File: src/rtl/line_fifo_pkg.sv
// Shared types and helpers for the conv2d line-FIFO read sequencer.
// Latency: n/a (types and constant functions only).
// Backpressure: n/a.
package line_fifo_pkg;

  typedef enum logic [2:0] {
    ST_IDLE,
    ST_WAIT_LINES,
    ST_READ,
    ST_ROW_END,
    ST_DONE
  } state_t;

  // Width of the kernel-line index (at least one bit).
  function automatic int kline_w(input int kernel_lines);
    return (kernel_lines > 1) ? $clog2(kernel_lines) : 1;
  endfunction

  // Width of the word-within-line index (at least one bit).
  function automatic int word_w(input int words_per_line);
    return (words_per_line > 1) ? $clog2(words_per_line) : 1;
  endfunction

  // Line counter needs headroom above NUM_LINES to saturate and flag overflow.
  function automatic int lcnt_w(input int num_lines);
    return $clog2(num_lines + 1) + 1;
  endfunction

  // Advance a word address around the ring; step never exceeds the ring size.
  function automatic logic [31:0] ring_advance(input logic [31:0] cur,
                                               input logic [31:0] step,
                                               input logic [31:0] total);
    logic [31:0] sum;
    sum = cur + step;
    return (sum >= total) ? (sum - total) : sum;
  endfunction

endpackage

File: src/rtl/line_fifo_rd_ctrl_tag_pipe.sv
// Valid/tag delay line matching a block-RAM read latency.
// Latency: DEPTH cycles from i_vld/i_tag to o_vld/o_tag.
// Backpressure: none; always shifts, upstream must absorb DEPTH in-flight words.
module rd_tag_pipe #(
  parameter int DEPTH = 2,
  parameter int TAG_W = 8
) (
  input  logic             i_clk,
  input  logic             i_reset,
  input  logic             i_vld,
  input  logic [TAG_W-1:0] i_tag,
  output logic             o_vld,
  output logic [TAG_W-1:0] o_tag
);

  logic [DEPTH-1:0] vld_sr;
  logic [TAG_W-1:0] tag_sr [DEPTH];

  // Shift valid and tag one stage per cycle; reset flushes in-flight words.
  always_ff @(posedge i_clk or posedge i_reset) begin
    if (i_reset) begin
      vld_sr <= '0;
      for (int i = 0; i < DEPTH; i++) tag_sr[i] <= '0;
    end else begin
      vld_sr[0] <= i_vld;
      tag_sr[0] <= i_tag;
      for (int i = 1; i < DEPTH; i++) begin
        vld_sr[i] <= vld_sr[i-1];
        tag_sr[i] <= tag_sr[i-1];
      end
    end
  end

  assign o_vld = vld_sr[DEPTH-1];
  assign o_tag = tag_sr[DEPTH-1];

endmodule

File: src/rtl/line_fifo_rd_ctrl.sv
// Read sequencer for the conv2d line ring buffer: waits for a kernel window, reads it row by row.
// Latency: o_rd_en same cycle as READ state; tags/valid follow RD_LATENCY cycles later.
// Backpressure: i_stall holds all counters and suppresses reads; RD_LATENCY words still drain.
module line_fifo_rd_ctrl
  import line_fifo_pkg::*;
#(
  parameter int ADDR_WIDTH     = 11,
  parameter int WORDS_PER_LINE = 57,
  parameter int NUM_LINES      = 15,
  parameter int KERNEL_LINES   = 11,
  parameter int STRIDE         = 4,
  parameter int OUT_ROWS       = 55,
  parameter int RD_LATENCY     = 2
) (
  input  logic                                 i_clk,
  input  logic                                 i_reset,
  input  logic                                 i_start,
  input  logic                                 i_line_written,
  input  logic                                 i_stall,
  output logic                                 o_wr_addr_reset,
  output logic                                 o_rd_en,
  output logic [ADDR_WIDTH-1:0]                o_rd_addr,
  output logic                                 o_data_valid,
  output logic [kline_w(KERNEL_LINES)-1:0]     o_kline,
  output logic [word_w(WORDS_PER_LINE)-1:0]    o_word,
  output logic                                 o_row_last,
  output logic                                 o_line_release,
  output logic                                 o_busy,
  output logic                                 o_done,
  output logic                                 o_overflow
);

  localparam int KLINE_W = kline_w(KERNEL_LINES);
  localparam int WORD_W  = word_w(WORDS_PER_LINE);
  localparam int LCNT_W  = lcnt_w(NUM_LINES);
  localparam int ROW_W   = $clog2(OUT_ROWS + 1);
  localparam int TAG_W   = 1 + KLINE_W + WORD_W;
  localparam logic [31:0] RING_WORDS   = 32'(NUM_LINES * WORDS_PER_LINE);
  localparam logic [31:0] STRIDE_WORDS = 32'(STRIDE * WORDS_PER_LINE);

  state_t                state;
  logic [LCNT_W-1:0]     lines_avail;
  logic [ADDR_WIDTH-1:0] base_start;   // start address of the window's first line
  logic [ADDR_WIDTH-1:0] rd_addr;
  logic [KLINE_W-1:0]    kline;
  logic [WORD_W-1:0]     word;
  logic [ROW_W-1:0]      row_cnt;
  logic                  overflow;
  logic                  wr_addr_reset;
  logic                  line_release;
  logic                  done;

  logic                  rd_issue;
  logic                  last_word;
  logic                  last_kline;
  logic [LCNT_W:0]       lcnt_sum;
  logic                  lcnt_sat;
  logic [LCNT_W-1:0]     lcnt_next;
  logic [TAG_W-1:0]      tag_out;

  assign rd_issue   = (state == ST_READ) && !i_stall;
  assign last_word  = (word == WORD_W'(WORDS_PER_LINE - 1));
  assign last_kline = (kline == KLINE_W'(KERNEL_LINES - 1));

  // Next line count: start clears, writes add one, a row end frees STRIDE lines.
  always_comb begin
    lcnt_sum = i_start ? '0 : {1'b0, lines_avail};
    if (i_line_written && (i_start || state != ST_IDLE))
      lcnt_sum = lcnt_sum + (LCNT_W+1)'(1);
    if (!i_start && state == ST_ROW_END)
      lcnt_sum = lcnt_sum - (LCNT_W+1)'(STRIDE);
    lcnt_sat  = (lcnt_sum > (LCNT_W+1)'(NUM_LINES));
    lcnt_next = lcnt_sat ? LCNT_W'(NUM_LINES + 1) : lcnt_sum[LCNT_W-1:0];
  end

  // Sequencer FSM with its counters and registered pulse outputs.
  always_ff @(posedge i_clk or posedge i_reset) begin
    if (i_reset) begin
      state         <= ST_IDLE;
      lines_avail   <= '0;
      base_start    <= '0;
      rd_addr       <= '0;
      kline         <= '0;
      word          <= '0;
      row_cnt       <= '0;
      overflow      <= 1'b0;
      wr_addr_reset <= 1'b0;
      line_release  <= 1'b0;
      done          <= 1'b0;
    end else begin
      wr_addr_reset <= i_start;
      line_release  <= 1'b0;
      done          <= 1'b0;
      lines_avail   <= lcnt_next;
      overflow      <= i_start ? 1'b0 : (overflow | lcnt_sat);
      if (i_start) begin
        state      <= ST_WAIT_LINES;
        base_start <= '0;
        rd_addr    <= '0;
        kline      <= '0;
        word       <= '0;
        row_cnt    <= '0;
      end else begin
        case (state)
          ST_IDLE: ;
          ST_WAIT_LINES: begin
            if (lines_avail >= LCNT_W'(KERNEL_LINES)) begin
              state   <= ST_READ;
              rd_addr <= base_start;
              kline   <= '0;
              word    <= '0;
            end
          end
          ST_READ: begin
            if (rd_issue) begin
              rd_addr <= ADDR_WIDTH'(ring_advance(32'(rd_addr), 32'd1, RING_WORDS));
              if (last_word) begin
                word <= '0;
                if (last_kline) begin
                  kline        <= '0;
                  state        <= ST_ROW_END;
                  line_release <= 1'b1;
                end else begin
                  kline <= kline + KLINE_W'(1);
                end
              end else begin
                word <= word + WORD_W'(1);
              end
            end
          end
          ST_ROW_END: begin
            base_start <= ADDR_WIDTH'(ring_advance(32'(base_start), STRIDE_WORDS, RING_WORDS));
            row_cnt    <= row_cnt + ROW_W'(1);
            if (row_cnt == ROW_W'(OUT_ROWS - 1)) begin
              state <= ST_DONE;
              done  <= 1'b1;
            end else begin
              state <= ST_WAIT_LINES;
            end
          end
          ST_DONE: state <= ST_IDLE;
          default: state <= ST_IDLE;
        endcase
      end
    end
  end

  rd_tag_pipe #(
    .DEPTH (RD_LATENCY),
    .TAG_W (TAG_W)
  ) u_tag_pipe (
    .i_clk   (i_clk),
    .i_reset (i_reset),
    .i_vld   (rd_issue),
    .i_tag   ({last_word && last_kline, kline, word}),
    .o_vld   (o_data_valid),
    .o_tag   (tag_out)
  );

  assign o_row_last      = tag_out[TAG_W-1];
  assign o_kline         = tag_out[WORD_W +: KLINE_W];
  assign o_word          = tag_out[WORD_W-1:0];
  assign o_rd_en         = rd_issue;
  assign o_rd_addr       = rd_addr;
  assign o_busy          = (state != ST_IDLE);
  assign o_wr_addr_reset = wr_addr_reset;
  assign o_line_release  = line_release;
  assign o_done          = done;
  assign o_overflow      = overflow;

endmodule

File: config.mk
export PLATFORM = sky130hd
export DESIGN_NAME = line_fifo_rd_ctrl
export DESIGN_NICKNAME = d
export VERILOG_FILES = /design/src/rtl/line_fifo_pkg.sv /design/src/rtl/line_fifo_rd_ctrl_tag_pipe.sv /design/src/rtl/line_fifo_rd_ctrl.sv
export SDC_FILE = /design/constraint.sdc
export NUM_CORES = 1
export LEC_CHECK = 0
export ABC_AREA = 1
export CORE_MARGIN = 3
export CORE_UTILIZATION = 29
export CTS_BUF_LIST = sky130_fd_sc_hd__clkbuf_8 sky130_fd_sc_hd__clkbuf_16
export CTS_CLUSTER_SIZE = 16
export DETAILED_ROUTE_END_ITERATION = 16
export PLACE_DENSITY = 0.53
export RECOVER_POWER = 50
export SYNTH_ARGS = -nofsm -noshare
export SYNTH_HDL_FRONTEND = slang
export SYNTH_SLANG_ARGS = --single-unit
File: constraint.sdc
create_clock -name i_clk -period 3.3 [get_ports i_clk]
set_clock_uncertainty 0.05 [all_clocks]
set_input_delay 0.825 -clock i_clk [delete_from_list [all_inputs] [get_ports i_clk]]
set_output_delay 0.825 -clock i_clk [all_outputs]
set_load 0.03 [all_outputs]
# Word-level counts from Yosys, hierarchy flattened
# Cells that the tools add are included.
dict set report classes {
  n_reduce_logical 14
  bitwise 1
  magnitude_cmp 4
  mux 41
  eq_ne 11
  addsub 9
}
# cell count
set op_table {}
lappend op_table {{11-bit two-way mux} 7}
lappend op_table {{6-bit two-way mux} 8}
lappend op_table {{12-bit by 10-bit >= comparator with 1-bit output (second input constant)} 2}
lappend op_table {{11-bit case mux with 2 select lines} 1}
lappend op_table {{11-bit by 10-bit subtractor with 11-bit output (second input constant)} 2}
lappend op_table {{4-bit two-way mux} 5}
lappend op_table {{3-bit two-way mux} 6}
lappend op_table {{11-bit by 1-bit adder with 12-bit output (second input constant)} 1}
lappend op_table {{11-bit by 8-bit adder with 12-bit output (second input constant)} 1}
lappend op_table {{6-bit by 1-bit adder with 6-bit output (second input constant)} 2}
lappend op_table {{6-bit == test (second input constant)} 2}
lappend op_table {{3-bit case mux with 4 select lines} 1}
lappend op_table {{6-bit case mux with 2 select lines} 1}
lappend op_table {{5-bit two-way mux} 2}
lappend op_table {{1-bit two-way mux} 9}
lappend op_table {{3-bit inequality test (second input constant)} 3}
lappend op_table {{4-bit case mux with 2 select lines} 1}
lappend op_table {{5-bit by 1-bit adder with 6-bit output (second input constant)} 1}
lappend op_table {{3-bit by 2-bit == test with 1-bit output (second input constant)} 2}
lappend op_table {{6-bit by 4-bit greater-than comparator with 1-bit output (second input constant)} 1}
lappend op_table {{3-bit nonzero test} 2}
lappend op_table {{6-bit by 3-bit subtractor with 6-bit output (second input constant)} 1}
lappend op_table {{5-bit by 4-bit >= comparator with 1-bit output (second input constant)} 1}
lappend op_table {{5-bit AND reduction} 1}
lappend op_table {{other kinds (13)} 17}
dict set report totals {
  register_bits 74
}

# Depth between registers and ports, before layout
dict set report depth {
  word_depth 9
  mapped_depth 17
  ltp_nobuf 17
}

# Modules after synthesis
# From an unflattened synthesis, not the netlist that was laid out.
dict set report unflattened {
  cells_unflattened 558
  area_unflattened_um2 4300.4
}
# mod cells_per_inst instances seq_area_each_um2 area_per_inst_um2
set modules_own_cells {}
lappend modules_own_cells {line_fifo_rd_ctrl 522 1 1251.2 3613.5}
lappend modules_own_cells {rd_tag_pipe 36 1 600.6 686.9}

# Least setup slack after synthesis
# OpenSTA, ideal clock, no wires.
dict set report synth_timing {
  path_type {in2reg}
  from {in i_start}
  to {reg lines_avail[0]}
  path_buffers 1
  t_arrival_ns 2.216
  path_slack_ns 0.948
  path_stages 13
  t_required_ns 3.164
  path_cell_list {buf_2 -> nor2_1 -> xor2_1 -> a21oi_1 -> inv_1 -> ha_1 -> inv_1 -> nor2_1 -> nand3_1 -> nand2_1 -> inv_1 -> nand3_1 -> nor3_1}
}
dict set report synth_via {
  elab_chain_cells 7
  word_cells_on_any_way 11
  cone_classes {add/sub (2); order compare (1); mux (4); reduce/logical (4)}
}
# item line_no
set synth_rtl {}
lappend synth_rtl {{start, declared} line_fifo_rd_ctrl.sv:17} ;# input logic i_start,
lappend synth_rtl {{5-bit two-way mux or 1-bit logical OR (tied branches)} {line_fifo_rd_ctrl.sv:67, line_fifo_rd_ctrl.sv:68}}
lappend synth_rtl {{5-bit by 1-bit adder with 6-bit output or 1-bit logical AND (tied branches)} {line_fifo_rd_ctrl.sv:69, line_fifo_rd_ctrl.sv:68}}
lappend synth_rtl {{6-bit two-way mux} line_fifo_rd_ctrl.sv:68} ;# if (i_line_written && (i_start || state != ST_IDLE))
lappend synth_rtl {{6-bit by 3-bit subtractor with 6-bit output} line_fifo_rd_ctrl.sv:71} ;# lcnt_sum = lcnt_sum - (LCNT_W+1)'(STRIDE);
lappend synth_rtl {{6-bit two-way mux (*)} line_fifo_rd_ctrl.sv:70} ;# if (!i_start && state == ST_ROW_END)
lappend synth_rtl {{6-bit by 4-bit greater-than comparator with 1-bit output} line_fifo_rd_ctrl.sv:72} ;# lcnt_sat = (lcnt_sum > (LCNT_W+1)'(NUM_LINES));
lappend synth_rtl {{5-bit two-way mux (*)} line_fifo_rd_ctrl.sv:73} ;# lcnt_next = lcnt_sat ? LCNT_W'(NUM_LINES + 1) : lcnt_sum[LCNT_W-1:0];
lappend synth_rtl {{via lcnt_next[0]} line_fifo_rd_ctrl.sv:58} ;# logic [LCNT_W-1:0] lcnt_next;
lappend synth_rtl {{end signal, assigned} line_fifo_rd_ctrl.sv:94} ;# lines_avail <= lcnt_next;
lappend synth_rtl {{end, declared} line_fifo_rd_ctrl.sv:42} ;# logic [LCNT_W-1:0] lines_avail;
# Mark *: on every way through the listed nets, which the timed path passes. The rest lies on a longest branch.
# A chain may end at the register's enable or synchronous reset.

# Worst setup path in the final report
dict set report layout_timing {
  from {in i_stall}
  to {out o_rd_en}
}
dict set report layout_via {
  elab_chain_cells 2
}
# item line_no
set layout_rtl {}
lappend layout_rtl {{start, declared} line_fifo_rd_ctrl.sv:19} ;# input logic i_stall,
lappend layout_rtl {{1-bit zero test} line_fifo_rd_ctrl.sv:61} ;# assign rd_issue = (state == ST_READ) && !i_stall;
lappend layout_rtl {{1-bit logical AND} line_fifo_rd_ctrl.sv:61}
lappend layout_rtl {{end, declared} line_fifo_rd_ctrl.sv:21} ;# output logic o_rd_en,
# Every way passes these cells.

==> summary.md <==
| Metric | Value |
|---|---|
| Highest ir drop seen on vdd | 0.293 mV |
| Antenna-violating nets left | 0 |
| Post-CTS setup buffer count | 0 |
| Fill cell instance count of the final layout | 1493 |
| Final instance area | 5100 sq um |
| Worst-skew pair later-pin latency | 0.34 ns |
| Power Density | 775 nW/um^2 |
| Average detailed-routed wire length per instance | 11.9 microns |
| Synth top area cells | sky130_fd_sc_hd__dfrtp_1, sky130_fd_sc_hd__nand2_1, sky130_fd_sc_hd__inv_1 |
| Placement Rows | 44 |
| # H-tree levels | 3 |
| Global-route wire length before repair | 15900 microns |
| CTS tree | done |
| Total nets after synthesis | 560 |
| Kind of start point of the critical path | input pin |
| Die W | 128 microns |
| Share of Yosys cell area claimed by the top area cell type | 42.7% |
| # resized after CTS | 0 |
| Routed vias | 3488 |
| Number of enable-type register cells in the synthesized netlist | 0 |
| Unrepaired setup endpoints after global routing | false |
| Final critical-path share of the clock period | 88.4% |
| Input/output buffers | 33 |
| Detailed router's first-iteration violation count | 242 |
| Worst Setup End Kind | output pin |
| Initial core utilization | 29.7% |
| Critical path peak fanout | 2 |
| HPWL Detailed | 6660 microns |
| Via count normalized by instance count | 4.57 |
| Post-synthesis to final-layout area growth | 17.9% |
| Result of the run | finished with violations |
| Final wirelength | 9060 microns |
| Residual DRC | 0 |
| Combined area of all synthesized cells | 4330 sq um |
| Warnings, synthesis | 0 |
| Post-route minimum period | 2.92 ns |
| Number of sinks driven by the clock tree | 74 |
| Final number of max-transition violations | 75 |
| Die H | 128 microns |
| Top cell type by total area after synthesis | sky130_fd_sc_hd__dfrtp_1 |
| Number of antenna violations at the first check in global routing | 0 |
| GR Util met3 | 2.58% |
| Classification of the worst setup path | in2out |
| Pleak | 0.00240 uW |
| Worst slew pin tran | 1.83 ns |
| Diodes inserted | 0 |
| GR Util met2 | 19.6% |
| Achievable Freq | 0.343 GHz |
| Routing usage on met1 | 14.9% |
| Placeable core region | 14600 sq um |
| Final sum of negative setup slack | 0 ns |
| Final hold violation count | 0 |
| Top_reg_cell synth | sky130_fd_sc_hd__dfrtp_1 |
| Post-Route Hold Slack | 0.296 ns |
| Layout cell share with drive strength beyond 1 | 13.3% |
| Number of buffers added to fix hold violations after cts | 0 |
| Maximum root-to-sink buffer count | 2 |
| Global-route layer with the greatest usage | met2 |
| Final setup fails | 0 |
| Max-Slew Margin vs Limit | -21.7% |
| All-Layer GR Usage | 11.8% |
| Unique cell type count in the Yosys netlist | 41 |
| Root buf cell | sky130_fd_sc_hd__clkbuf_16 |
| Number of detailed-route iterations in the first pass | 4 |
| Placed cell area | 4830 sq um |
| Avg Synthesized Cell Area | 7.99 sq um |
| Post-layout net count | 592 |
| Number of violations of the max-capacitance limit | 1 |
| Cts bufs inserted | 9 |
| Final cell utilization of the core | 35.0% |
| Sequential share of the synthesized area | 42.7% |
| Via count of the first global-routing pass | 3449 |
| Data required, critical path | 2.42 ns |
| Critical Path AT | 2.04 ns |
| # IOs | 34 |
| Cells after synthesis | 542 |
| Last weighted congestion value of the routability-driven placer | 0.820 |
| Async set or reset register ratio after synthesis | 100% |
| Total of flip-flops plus latches after synthesis | 74 |
| Worst hold path type | reg2reg |
| Violated checks | max-capacitance violations, max-slew violations |
| Total power draw | 3960 uW |
| Slack of the worst reg-to-reg path | 0.90 ns |
| Overall die area | 16400 sq um |
| Pin count of the biggest net entering global routing | 75 |
| Total congestion overflow after global routing | 0 |
| Clk pin slew, worst setup/hold paths | 0.06 ns |
## state kept, by name, summed over array words and instances, names as in the netlist, 2 cells and up
signal and flops:
state 3, u_tag_pipe.tag_sr 11, kline 4, lines_avail 5
word 6, o_rd_addr 11, u_tag_pipe.vld_sr 2, u_tag_pipe.o_tag 11
row_cnt 6, base_start 11
## synthesized netlist by cell type, types with 2 or more instances
| cell type | count |
|---|---|
| sky130_fd_sc_hd__nor2_1 | 34 |
| sky130_fd_sc_hd__buf_2 | 4 |
| sky130_fd_sc_hd__nand2_1 | 116 |
| sky130_fd_sc_hd__o211ai_1 | 2 |
| sky130_fd_sc_hd__o22ai_1 | 2 |
| sky130_fd_sc_hd__nand4_1 | 7 |
| sky130_fd_sc_hd__nor2_4 | 3 |
| sky130_fd_sc_hd__o21ai_1 | 4 |
| sky130_fd_sc_hd__a22oi_2 | 6 |
| sky130_fd_sc_hd__ha_1 | 13 |
| sky130_fd_sc_hd__a21oi_2 | 3 |
| sky130_fd_sc_hd__dfrtp_1 | 74 |
| sky130_fd_sc_hd__inv_2 | 4 |
| sky130_fd_sc_hd__nand2_4 | 7 |
| sky130_fd_sc_hd__nor3_1 | 9 |
| sky130_fd_sc_hd__a31oi_1 | 2 |
| sky130_fd_sc_hd__nand2_2 | 14 |
| sky130_fd_sc_hd__xor2_1 | 8 |
| sky130_fd_sc_hd__inv_1 | 77 |
| sky130_fd_sc_hd__buf_4 | 11 |
| sky130_fd_sc_hd__nand3_1 | 53 |
| sky130_fd_sc_hd__nand3_2 | 11 |
| sky130_fd_sc_hd__nor2_2 | 2 |
| sky130_fd_sc_hd__xnor2_1 | 3 |
| sky130_fd_sc_hd__clkbuf_1 | 3 |
| sky130_fd_sc_hd__o21ai_0 | 26 |
| sky130_fd_sc_hd__a21oi_1 | 30 |
## where the power goes
group | internal, uW | leakage, uW | switching (uW)
logic | 617 | 0.00124 | 1130
registers | 1060 | 0.00101 | 175
clock network | 584 | 0.000145 | 399
## cells in the final DEF (no fill, tap or decap), types with 2 or more instances in the layout
master | netlist | final
sky130_fd_sc_hd__nand3_1 | 53 | 53
sky130_fd_sc_hd__xnor2_1 | 3 | 3
sky130_fd_sc_hd__ha_1 | 13 | 13
sky130_fd_sc_hd__o22ai_1 | 2 | 2
sky130_fd_sc_hd__inv_2 | 4 | 4
sky130_fd_sc_hd__xor2_1 | 8 | 8
sky130_fd_sc_hd__buf_4 | 11 | 7
sky130_fd_sc_hd__nand2_2 | 14 | 14
sky130_fd_sc_hd__a21oi_1 | 30 | 30
sky130_fd_sc_hd__nor2_4 | 3 | 3
sky130_fd_sc_hd__o21ai_0 | 26 | 26
sky130_fd_sc_hd__clkinv_1 | 1 | 2
sky130_fd_sc_hd__clkbuf_16 | 0 | 9
sky130_fd_sc_hd__clkdlybuf4s50_1 | 0 | 32
sky130_fd_sc_hd__o211ai_1 | 2 | 2
sky130_fd_sc_hd__nand3_2 | 11 | 11
sky130_fd_sc_hd__a21oi_2 | 3 | 3
sky130_fd_sc_hd__dfrtp_1 | 74 | 74
sky130_fd_sc_hd__clkinvlp_4 | 0 | 2
sky130_fd_sc_hd__a22oi_2 | 6 | 6
sky130_fd_sc_hd__nor2_1 | 34 | 34
sky130_fd_sc_hd__nand2_1 | 116 | 116
sky130_fd_sc_hd__a31oi_1 | 2 | 2
sky130_fd_sc_hd__nand4_1 | 7 | 7
sky130_fd_sc_hd__nor3_1 | 9 | 9
sky130_fd_sc_hd__nor2_2 | 2 | 2
sky130_fd_sc_hd__o21ai_1 | 4 | 4
sky130_fd_sc_hd__inv_1 | 77 | 78
sky130_fd_sc_hd__nand2_4 | 7 | 7
## area by class of cell
type | count | area (sq um) | area share [%]
multi-input combinational | 364 | 2020 | 39.6
clock buffer | 9 | 225 | 4.41
tap | 184 | 230 | 4.51
clock inverter | 7 | 70.1 | 1.37
timing repair buffer | 42 | 392 | 7.67
inverter | 83 | 313 | 6.13
sequential | 74 | 1850 | 36.3
## worst paths after layout
kind / startpoint / endpoint / cells past startpoint
max in group asynchronous: i_reset / o_rd_addr[3]$_DFFE_PP0P_ / 3
max: i_stall / o_rd_en / 3
max reg2reg: base_start[2]$_DFFE_PP0P_ / base_start[0]$_DFFE_PP0P_ / 13
min in group asynchronous: i_reset / lines_avail[0]$_DFF_PP0_ / 3
min: u_tag_pipe.tag_sr[14]$_DFF_PP0_ / u_tag_pipe.o_tag[3]$_DFF_PP0_ / 0
min reg2reg: u_tag_pipe.tag_sr[14]$_DFF_PP0_ / u_tag_pipe.o_tag[3]$_DFF_PP0_ / 0
## critical path: stages
cell,delay (ns)
sky130_fd_sc_hd__clkdlybuf4s50_1,0.40
sky130_fd_sc_hd__nor2_1,0.13
sky130_fd_sc_hd__clkdlybuf4s50_1,0.69
## stage by stage
step	setup WS, ns	instances
CTS	0.364	763
finish	0.381	763
global route	0.166	763
floorplan	0.543	542
global placement	0.296	747
detailed placement	0.222	747
## kinds of logic after synthesis
| family | Yosys count | synth area share (%) |
|---|---|---|
| fa+ha+maj | 13 | 3.76 |
| flops | 74 | 42.7 |
| simple gates | 261 | 29.6 |
| xor+xnor | 11 | 2.22 |
| compound gates | 79 | 11.1 |
| buf+inv | 104 | 10.5 |
## metal layers
metal  up-vias  part of all wire [%]
met5         -                     0
met4         0                   1.6
met1      1616                    48
met2        56                    47
li1       1806                     -
met3        10                   3.1
No activity file was read; power rests on OpenSTA's default activity.
